==> src/rtl/cpu_decode_execute_if.sv <==
// Decode/execute bus: D-stage instruction inputs, E-stage forwarded operands and E-stage results.
// The master side drives the pipeline inputs; the slave side is the decode/execute core.
interface cpu_decode_execute_if;
    logic        flush_e;
    logic [31:0] instr_d;
    logic [31:0] pc_d;
    logic [31:0] imm_ext_d;
    logic [2:0]  imm_src_d;
    logic [31:0] rd1_fw_e;
    logic [31:0] rd2_fw_e;
    logic        reg_write_e;
    logic [1:0]  result_src_e;
    logic [3:0]  mem_write_e;
    logic [2:0]  data_ext_control_e;
    logic        illegal_instr_e;
    logic [31:0] alu_result_e;
    logic [31:0] pc_target_e;
    logic [1:0]  pc_src_e;

    modport master (
        output flush_e, instr_d, pc_d, imm_ext_d, rd1_fw_e, rd2_fw_e,
        input  imm_src_d, reg_write_e, result_src_e, mem_write_e, data_ext_control_e,
               illegal_instr_e, alu_result_e, pc_target_e, pc_src_e
    );

    modport slave (
        input  flush_e, instr_d, pc_d, imm_ext_d, rd1_fw_e, rd2_fw_e,
        output imm_src_d, reg_write_e, result_src_e, mem_write_e, data_ext_control_e,
               illegal_instr_e, alu_result_e, pc_target_e, pc_src_e
    );
endinterface

==> src/rtl/cpu_decode_execute.sv <==
// RV32I decode + D->E register + execute (ALU, branch/jump resolution).
// Define CPU_MUL_EN to decode OP funct7=0000001/funct3=000 as MUL (low 32 bits).
module cpu_decode_execute (
    input  logic                 clk,
    input  logic                 rst,
    cpu_decode_execute_if.slave  bus
);
    localparam logic [6:0] OPC_LOAD   = 7'b0000011;
    localparam logic [6:0] OPC_FENCE  = 7'b0001111;
    localparam logic [6:0] OPC_OPIMM  = 7'b0010011;
    localparam logic [6:0] OPC_AUIPC  = 7'b0010111;
    localparam logic [6:0] OPC_STORE  = 7'b0100011;
    localparam logic [6:0] OPC_OP     = 7'b0110011;
    localparam logic [6:0] OPC_LUI    = 7'b0110111;
    localparam logic [6:0] OPC_BRANCH = 7'b1100011;
    localparam logic [6:0] OPC_JALR   = 7'b1100111;
    localparam logic [6:0] OPC_JAL    = 7'b1101111;

    localparam logic [3:0] ALU_ADD = 4'd0, ALU_SUB = 4'd1, ALU_AND = 4'd2, ALU_OR = 4'd3;
    localparam logic [3:0] ALU_XOR = 4'd4, ALU_SLL = 4'd5, ALU_SRL = 4'd6, ALU_SRA = 4'd7;
    localparam logic [3:0] ALU_SLT = 4'd8, ALU_SLTU = 4'd9, ALU_PASS_B = 4'd10, ALU_MUL = 4'd11;

    localparam logic [1:0] RES_DATA = 2'd1, RES_PC4 = 2'd2, RES_PCT = 2'd3;
    localparam logic [2:0] IMM_I = 3'd0, IMM_S = 3'd1, IMM_B = 3'd2, IMM_U = 3'd3, IMM_J = 3'd4;
    localparam logic [1:0] PCS_PC4 = 2'd0, PCS_TARGET = 2'd1, PCS_ALU = 2'd2;

    typedef struct packed {
        logic       reg_write;
        logic [1:0] result_src;
        logic [3:0] mem_write;
        logic       jump;
        logic       branch;
        logic [3:0] alu_control;
        logic       alu_src_b;
        logic [2:0] data_ext;
        logic       jump_src;
        logic [2:0] branch_cond;
        logic       illegal;
    } ctrl_t;

    ctrl_t       dec;
    ctrl_t       ctrl_d, ctrl_q;
    logic [31:0] pc_e_d, pc_e_q, imm_e_d, imm_e_q;
    logic [2:0]  imm_src;

    logic [6:0] opcode, funct7;
    logic [2:0] funct3;
    logic       unused_fields;

    assign opcode        = bus.instr_d[6:0];
    assign funct3        = bus.instr_d[14:12];
    assign funct7        = bus.instr_d[31:25];
    assign unused_fields = ^{bus.instr_d[24:15], bus.instr_d[11:7]};

    always_comb begin
        dec     = '0;
        imm_src = IMM_I;
        unique case (opcode)
            OPC_LOAD: begin
                dec.reg_write  = 1'b1;
                dec.result_src = RES_DATA;
                dec.alu_src_b  = 1'b1;
                dec.data_ext   = funct3;
                dec.illegal    = (funct3 == 3'b011) || (funct3 == 3'b110) || (funct3 == 3'b111);
            end
            OPC_STORE: begin
                imm_src       = IMM_S;
                dec.alu_src_b = 1'b1;
                case (funct3)
                    3'b000:  dec.mem_write = 4'b0001;
                    3'b001:  dec.mem_write = 4'b0011;
                    3'b010:  dec.mem_write = 4'b1111;
                    default: dec.illegal   = 1'b1;
                endcase
            end
            OPC_OPIMM, OPC_OP: begin
                dec.reg_write = 1'b1;
                dec.alu_src_b = (opcode == OPC_OPIMM);
                case (funct3)
                    3'b000:  dec.alu_control = ALU_ADD;
                    3'b001:  dec.alu_control = ALU_SLL;
                    3'b010:  dec.alu_control = ALU_SLT;
                    3'b011:  dec.alu_control = ALU_SLTU;
                    3'b100:  dec.alu_control = ALU_XOR;
                    3'b101:  dec.alu_control = (funct7 == 7'b0100000) ? ALU_SRA : ALU_SRL;
                    3'b110:  dec.alu_control = ALU_OR;
                    default: dec.alu_control = ALU_AND;
                endcase
                // I-type only constrains funct7 for shifts; R-type needs funct7=0 except SUB/SRA/MUL.
                if (opcode == OPC_OPIMM) begin
                    if (funct3 == 3'b001)
                        dec.illegal = (funct7 != 7'b0000000);
                    else if (funct3 == 3'b101)
                        dec.illegal = (funct7 != 7'b0000000) && (funct7 != 7'b0100000);
                end else if (funct7 == 7'b0100000) begin
                    if (funct3 == 3'b000)
                        dec.alu_control = ALU_SUB;
                    else
                        dec.illegal = (funct3 != 3'b101);
                end else if (funct7 == 7'b0000001) begin
`ifdef CPU_MUL_EN
                    dec.alu_control = ALU_MUL;
                    dec.illegal     = (funct3 != 3'b000);
`else
                    dec.illegal     = 1'b1;
`endif
                end else begin
                    dec.illegal = (funct7 != 7'b0000000);
                end
            end
            OPC_LUI: begin
                imm_src         = IMM_U;
                dec.reg_write   = 1'b1;
                dec.alu_control = ALU_PASS_B;
                dec.alu_src_b   = 1'b1;
            end
            OPC_AUIPC: begin
                imm_src        = IMM_U;
                dec.reg_write  = 1'b1;
                dec.result_src = RES_PCT;
            end
            OPC_JAL: begin
                imm_src        = IMM_J;
                dec.reg_write  = 1'b1;
                dec.result_src = RES_PC4;
                dec.jump       = 1'b1;
            end
            OPC_JALR: begin
                dec.reg_write  = 1'b1;
                dec.result_src = RES_PC4;
                dec.jump       = 1'b1;
                dec.jump_src   = 1'b1;
                dec.alu_src_b  = 1'b1;
                dec.illegal    = (funct3 != 3'b000);
            end
            OPC_BRANCH: begin
                imm_src         = IMM_B;
                dec.branch      = 1'b1;
                dec.alu_control = ALU_SUB;
                dec.branch_cond = funct3;
                dec.illegal     = (funct3 == 3'b010) || (funct3 == 3'b011);
            end
            OPC_FENCE: ;
            default: dec.illegal = 1'b1;
        endcase
        if (dec.illegal) begin
            dec         = '0;
            dec.illegal = 1'b1;
        end
    end

    always_comb begin
        ctrl_d  = bus.flush_e ? '0 : dec;
        pc_e_d  = bus.flush_e ? '0 : bus.pc_d;
        imm_e_d = bus.flush_e ? '0 : bus.imm_ext_d;
    end

    always_ff @(posedge clk or posedge rst) begin
        if (rst) begin
            ctrl_q  <= '0;
            pc_e_q  <= '0;
            imm_e_q <= '0;
        end else begin
            ctrl_q  <= ctrl_d;
            pc_e_q  <= pc_e_d;
            imm_e_q <= imm_e_d;
        end
    end

    logic [31:0] src_a, src_b, add_b, alu_res;
    logic [32:0] sum;
    logic        is_sub, zero, neg, carry, overflow, taken;

    always_comb begin
        src_a    = bus.rd1_fw_e;
        src_b    = ctrl_q.alu_src_b ? imm_e_q : bus.rd2_fw_e;
        is_sub   = (ctrl_q.alu_control == ALU_SUB);
        add_b    = is_sub ? ~src_b : src_b;
        sum      = {1'b0, src_a} + {1'b0, add_b} + {32'd0, is_sub};
        carry    = 1'b0;
        overflow = 1'b0;
        case (ctrl_q.alu_control)
            ALU_ADD, ALU_SUB: begin
                alu_res  = sum[31:0];
                carry    = sum[32];
                overflow = (src_a[31] == add_b[31]) && (sum[31] != src_a[31]);
            end
            ALU_AND:    alu_res = src_a & src_b;
            ALU_OR:     alu_res = src_a | src_b;
            ALU_XOR:    alu_res = src_a ^ src_b;
            ALU_SLL:    alu_res = src_a << src_b[4:0];
            ALU_SRL:    alu_res = src_a >> src_b[4:0];
            ALU_SRA:    alu_res = $unsigned($signed(src_a) >>> src_b[4:0]);
            ALU_SLT:    alu_res = ($signed(src_a) < $signed(src_b)) ? 32'd1 : 32'd0;
            ALU_SLTU:   alu_res = (src_a < src_b) ? 32'd1 : 32'd0;
            ALU_PASS_B: alu_res = src_b;
`ifdef CPU_MUL_EN
            ALU_MUL:    alu_res = src_a * src_b;
`endif
            default:    alu_res = sum[31:0];
        endcase
        zero = (alu_res == '0);
        neg  = alu_res[31];

        case (ctrl_q.branch_cond)
            3'b000:  taken = zero;
            3'b001:  taken = !zero;
            3'b100:  taken = neg ^ overflow;
            3'b101:  taken = !(neg ^ overflow);
            3'b110:  taken = !carry;
            3'b111:  taken = carry;
            default: taken = 1'b0;
        endcase

        if (ctrl_q.jump && ctrl_q.jump_src)
            bus.pc_src_e = PCS_ALU;
        else if (ctrl_q.jump || (ctrl_q.branch && taken))
            bus.pc_src_e = PCS_TARGET;
        else
            bus.pc_src_e = PCS_PC4;
    end

    assign bus.imm_src_d          = imm_src;
    assign bus.reg_write_e        = ctrl_q.reg_write;
    assign bus.result_src_e       = ctrl_q.result_src;
    assign bus.mem_write_e        = ctrl_q.mem_write;
    assign bus.data_ext_control_e = ctrl_q.data_ext;
    assign bus.illegal_instr_e    = ctrl_q.illegal;
    assign bus.alu_result_e       = alu_res;
    assign bus.pc_target_e        = pc_e_q + imm_e_q;
endmodule

==> src/flat_wrapper.sv <==
// flat-port wrapper written by rule: the top's interface ports become plain ports
module cpu_decode_execute_flat 
  (clk, rst, bus_flush_e, bus_instr_d, bus_pc_d, bus_imm_ext_d, bus_rd1_fw_e, bus_rd2_fw_e, bus_imm_src_d, bus_reg_write_e, bus_result_src_e, bus_mem_write_e, bus_data_ext_control_e, bus_illegal_instr_e, bus_alu_result_e, bus_pc_target_e, bus_pc_src_e);
  cpu_decode_execute_if bus_i ();
  input  logic clk;
  input  logic rst;
  input wire logic [$bits(bus_i.flush_e)-1:0] bus_flush_e;
  input wire logic [$bits(bus_i.instr_d)-1:0] bus_instr_d;
  input wire logic [$bits(bus_i.pc_d)-1:0] bus_pc_d;
  input wire logic [$bits(bus_i.imm_ext_d)-1:0] bus_imm_ext_d;
  input wire logic [$bits(bus_i.rd1_fw_e)-1:0] bus_rd1_fw_e;
  input wire logic [$bits(bus_i.rd2_fw_e)-1:0] bus_rd2_fw_e;
  output wire logic [$bits(bus_i.imm_src_d)-1:0] bus_imm_src_d;
  output wire logic [$bits(bus_i.reg_write_e)-1:0] bus_reg_write_e;
  output wire logic [$bits(bus_i.result_src_e)-1:0] bus_result_src_e;
  output wire logic [$bits(bus_i.mem_write_e)-1:0] bus_mem_write_e;
  output wire logic [$bits(bus_i.data_ext_control_e)-1:0] bus_data_ext_control_e;
  output wire logic [$bits(bus_i.illegal_instr_e)-1:0] bus_illegal_instr_e;
  output wire logic [$bits(bus_i.alu_result_e)-1:0] bus_alu_result_e;
  output wire logic [$bits(bus_i.pc_target_e)-1:0] bus_pc_target_e;
  output wire logic [$bits(bus_i.pc_src_e)-1:0] bus_pc_src_e;
  assign bus_i.flush_e = bus_flush_e;
  assign bus_i.instr_d = bus_instr_d;
  assign bus_i.pc_d = bus_pc_d;
  assign bus_i.imm_ext_d = bus_imm_ext_d;
  assign bus_i.rd1_fw_e = bus_rd1_fw_e;
  assign bus_i.rd2_fw_e = bus_rd2_fw_e;
  assign bus_imm_src_d = bus_i.imm_src_d;
  assign bus_reg_write_e = bus_i.reg_write_e;
  assign bus_result_src_e = bus_i.result_src_e;
  assign bus_mem_write_e = bus_i.mem_write_e;
  assign bus_data_ext_control_e = bus_i.data_ext_control_e;
  assign bus_illegal_instr_e = bus_i.illegal_instr_e;
  assign bus_alu_result_e = bus_i.alu_result_e;
  assign bus_pc_target_e = bus_i.pc_target_e;
  assign bus_pc_src_e = bus_i.pc_src_e;
  cpu_decode_execute u_core (.clk(clk), .rst(rst), .bus(bus_i));
endmodule
==> config.mk <==
export PLATFORM = sky130hd
export DESIGN_NAME = cpu_decode_execute_flat
export DESIGN_NICKNAME = d
export VERILOG_FILES = /design/src/rtl/cpu_decode_execute_if.sv /design/src/rtl/cpu_decode_execute.sv /design/src/flat_wrapper.sv
export SDC_FILE = /design/constraint.sdc
export NUM_CORES = 1
export LEC_CHECK = 0
export ABC_AREA = 1
export CELL_PAD_IN_SITES_DETAIL_PLACEMENT = 1
export CELL_PAD_IN_SITES_GLOBAL_PLACEMENT = 2
export CORE_MARGIN = 5
export CORE_UTILIZATION = 35
export CTS_CLUSTER_SIZE = 10
export DETAILED_ROUTE_END_ITERATION = 8
export DONT_BUFFER_PORTS = 1
export PLACE_DENSITY = 0.86
export SLEW_MARGIN = 10
export SYNTH_ARGS = -nofsm -noshare
export SYNTH_HDL_FRONTEND = slang
export SYNTH_SLANG_ARGS = --single-unit
==> constraint.sdc <==
create_clock -name clk -period 9.2 [get_ports clk]
set_clock_uncertainty 0.15 [all_clocks]
set_input_delay 2.76 -clock clk [delete_from_list [all_inputs] [get_ports clk]]
set_output_delay 2.76 -clock clk [all_outputs]
set_load 0.005 [all_outputs]
==> results.ini <==
[route]
dr.first_iter.drc_count = 1225
dr.pass1.iters = 5
vias = 16885
wirelength_um = 69200
drcViolationCount = 0
wl_per_cell_um = 23.0
routed_via_density = 5.62
route.antenna.remaining_nets = 0

[critical_path]
required_ps = 6290
crit_buf_inv = 4
slowest_delay_ps = 310
crit_arrival_ps = 6050
critPathLaunchType = input pin
cp_max_fo = 66
critPathTopFamily = simple AND/OR/NAND/NOR gates
crit_path_end_kind = output pin
critical_path_class = input pin to output pin
crit_slowest_cell = buf_12
crit_top_cell = nand2_1

[timing]
setup-violations-final = 0
max_freq_mhz = 112
worst_hold_slack_ps = 2080
hold_viol = 0
fin_crit_sh_pct = 97.4
rsz0062_at_grt = false
slew_viol_final = 0
tns_ps = 0
period_minus_slack_ps = 8960
tightest_slew_ps = 1210
slew_headroom_pct = 19.1

[clock_tree]
cts_max_path_buffers = 2
cts_buffers = 9
cts_htree_levels = 3
clk_pin_slew_ps = 60
cts_resized = 0
cts_tree = yes
clock-sinks = 85
clock-root-buffer = clkbuf_16
post_cts_buffers = 0
holdBufCountCts = 0

[logic_synthesis]
synth-async-reset-ratio_pct = 100
synthAdderAreaFrac_pct = 16.0
ys_dominant_reg_cell = dfrtp_1
synth.top_cells.by_area = ha_1, nand2_1, dfrtp_1
synth_top_cell_by_area = ha_1
ys_types = 58
seq_area_frac_synth_pct = 14.2
synth_warnings = 0
avgSynthCellArea_um2 = 5.99
synth_top_family_by_area = simple AND/OR/NAND/NOR gates
muxShareOfSynthArea_pct = 0
synth_top_area_share_pct = 15.7
synthSimpleGateAreaFrac_pct = 40.2
synthCells = 2507
synthXorXnorAreaFrac_pct = 3.67
syn_nets = 2861
synth_edf_count = 0
yosys_register_bits = 85
synth_compound_gate_area_share_pct = 13.6
syn_area_um2 = 15000

[cells_and_area]
drive_gt1_share_pct = 5.44
post-route-util_pct = 37.4
fill_cells = 5740
fin_nets = 2814
n_antenna_cell = 0
area.growth.synth_to_final_pct = 5.29

[power]
ir_worst_vdd_v = 0.000146
p_per_area_nw_per_um2 = 88.5
leakagePower_nw = 8.44
p_total_mw = 1.40

[job]
cap_viol_max_count = 0

[place]
dp_hpwl_um = 57500
gp_congestion = 1.02
io_buffers = 0

[floorplan]
rows = 75
initial_core_util_pct = 35.6
fp.dieW_um = 217
core_area_um2 = 42200
ios = 243
die_area_um2 = 47200
die_h_um = 217

[global_routing]
grt_pass1_wl_um = 103000
antenna_found_initial = 1
track_usage_pct = 28.3
grt_pass1_vias = 17235
grt_max_degree = 67
globalRouteOverflowTotal = 0

[outcome]
status = completed

[hold_path]
hold_class = input pin to asynchronous set/reset pin

[stage by stage]
step | cells | worst slack [ps] | cell area (um2)
finish | 3004 | 243 | 15800
global placement | 2988 | 206 | 15500
CTS | 3004 | 106 | 15800
global route | 3004 | 5.64 | 15800
floorplan | 2507 | 769 | 15000
detailed placement | 2988 | 103 | 15500
[placed cells by master (no fill, tap or decap), types with 5 or more instances in the layout]
master     synthesis  final
xor2_1            52     51
nand2_1          616    615
dfrtp_1           85     84
inv_1            314    313
a31oi_1           10     10
o21bai_1          12     12
nor4_1             7      7
nor2_1           283    283
clkbuf_16          0      9
o21ai_1           14     14
o2111ai_1          9      9
nand3_1          404    403
o21ai_4            1      5
or2_0             10     10
nor3_1            27     26
or2_1             10     10
ha_1             189    189
nand4_1           12     12
inv_2             12     12
o211ai_1           5      5
buf_4             27     35
o21a_1             9      9
a21o_1             7      7
or2_2             14     14
xnor2_1           11     10
o22ai_1           11     11
buf_12             0      6
o21ai_2           26     23
o21ai_0           71     70
a211oi_1           5      5
a21oi_1          134    134
[worst max-delay path by stage]
stage	start	to	slack, ps	depth (start not counted)
2_1_floorplan	bus_rd2_fw_e[1]	bus_pc_src_e[0]	770	24
3_3_place_gp	bus_rd2_fw_e[3]	bus_pc_src_e[0]	210	22
3_5_place_dp	bus_rd2_fw_e[3]	bus_pc_src_e[0]	100	21
4_1_cts	bus_rd2_fw_e[3]	bus_pc_src_e[0]	110	22
5_1_grt	bus_rd2_fw_e[1]	bus_pc_src_e[0]	6	27
6_report	bus_rd2_fw_e[1]	bus_pc_src_e[0]	240	27
[area by class of cell]
cell class	count	area, um2	share of cell area (%)
clock inverter	5	60.1	0.380
tap	539	674	4.26
inverter	329	1240	7.85
sequential	85	2130	13.5
timing repair buffer	41	383	2.42
clock buffer	11	233	1.47
multi-input combinational	1994	11100	70.2
[power breakdown]
group | internal, mW | switching (mW)
Combinational | 0.195 | 0.447
Sequential | 0.389 | 0.00863
Clock | 0.211 | 0.150
[layer usage]
layer  track usage [%]  part of all wire (%)  vias to the layer above
li1                  -                     -                     8042
met1              35.5                    42                     8129
met2              46.5                    45                      595
met3              7.46                   8.3                      117
met4              11.0                   4.2                        2
met5                 0                 0.019                        -
[synthesized netlist by cell type, types with 14 or more instances]
| library cell | number |
|---|---|
| or2_2 | 14 |
| xor2_1 | 52 |
| nor3_1 | 27 |
| clkbuf_1 | 21 |
| ha_1 | 189 |
| nand2_1 | 616 |
| buf_2 | 27 |
| a21oi_1 | 134 |
| o21ai_2 | 26 |
| o21ai_1 | 14 |
| dfrtp_1 | 85 |
| buf_4 | 27 |
| inv_1 | 314 |
| buf_6 | 15 |
| o21ai_0 | 71 |
| nand3_1 | 404 |
| nor2_1 | 283 |
[sequential cells by signal (all words and copies together) (netlist names)]
name                           cells
u_core.pc_e_q                     32
u_core.bus.illegal_instr_e         1
u_core.bus.result_src_e            2
u_core.imm_e_q                    32
u_core.bus.data_ext_control_e      3
u_core.ctrl_q                     11
u_core.bus.reg_write_e             1
u_core.bus.mem_write_e             3
[cell families after synthesis]
group | after synthesis
AOI/OAI and AO/OA | 336
xor gates and xnor gates | 63
adders and majority gates | 191
buffers and inverters | 428
DFF | 85
and+or+nand+nor | 1404
No activity file was read; power rests on OpenSTA's default activity.
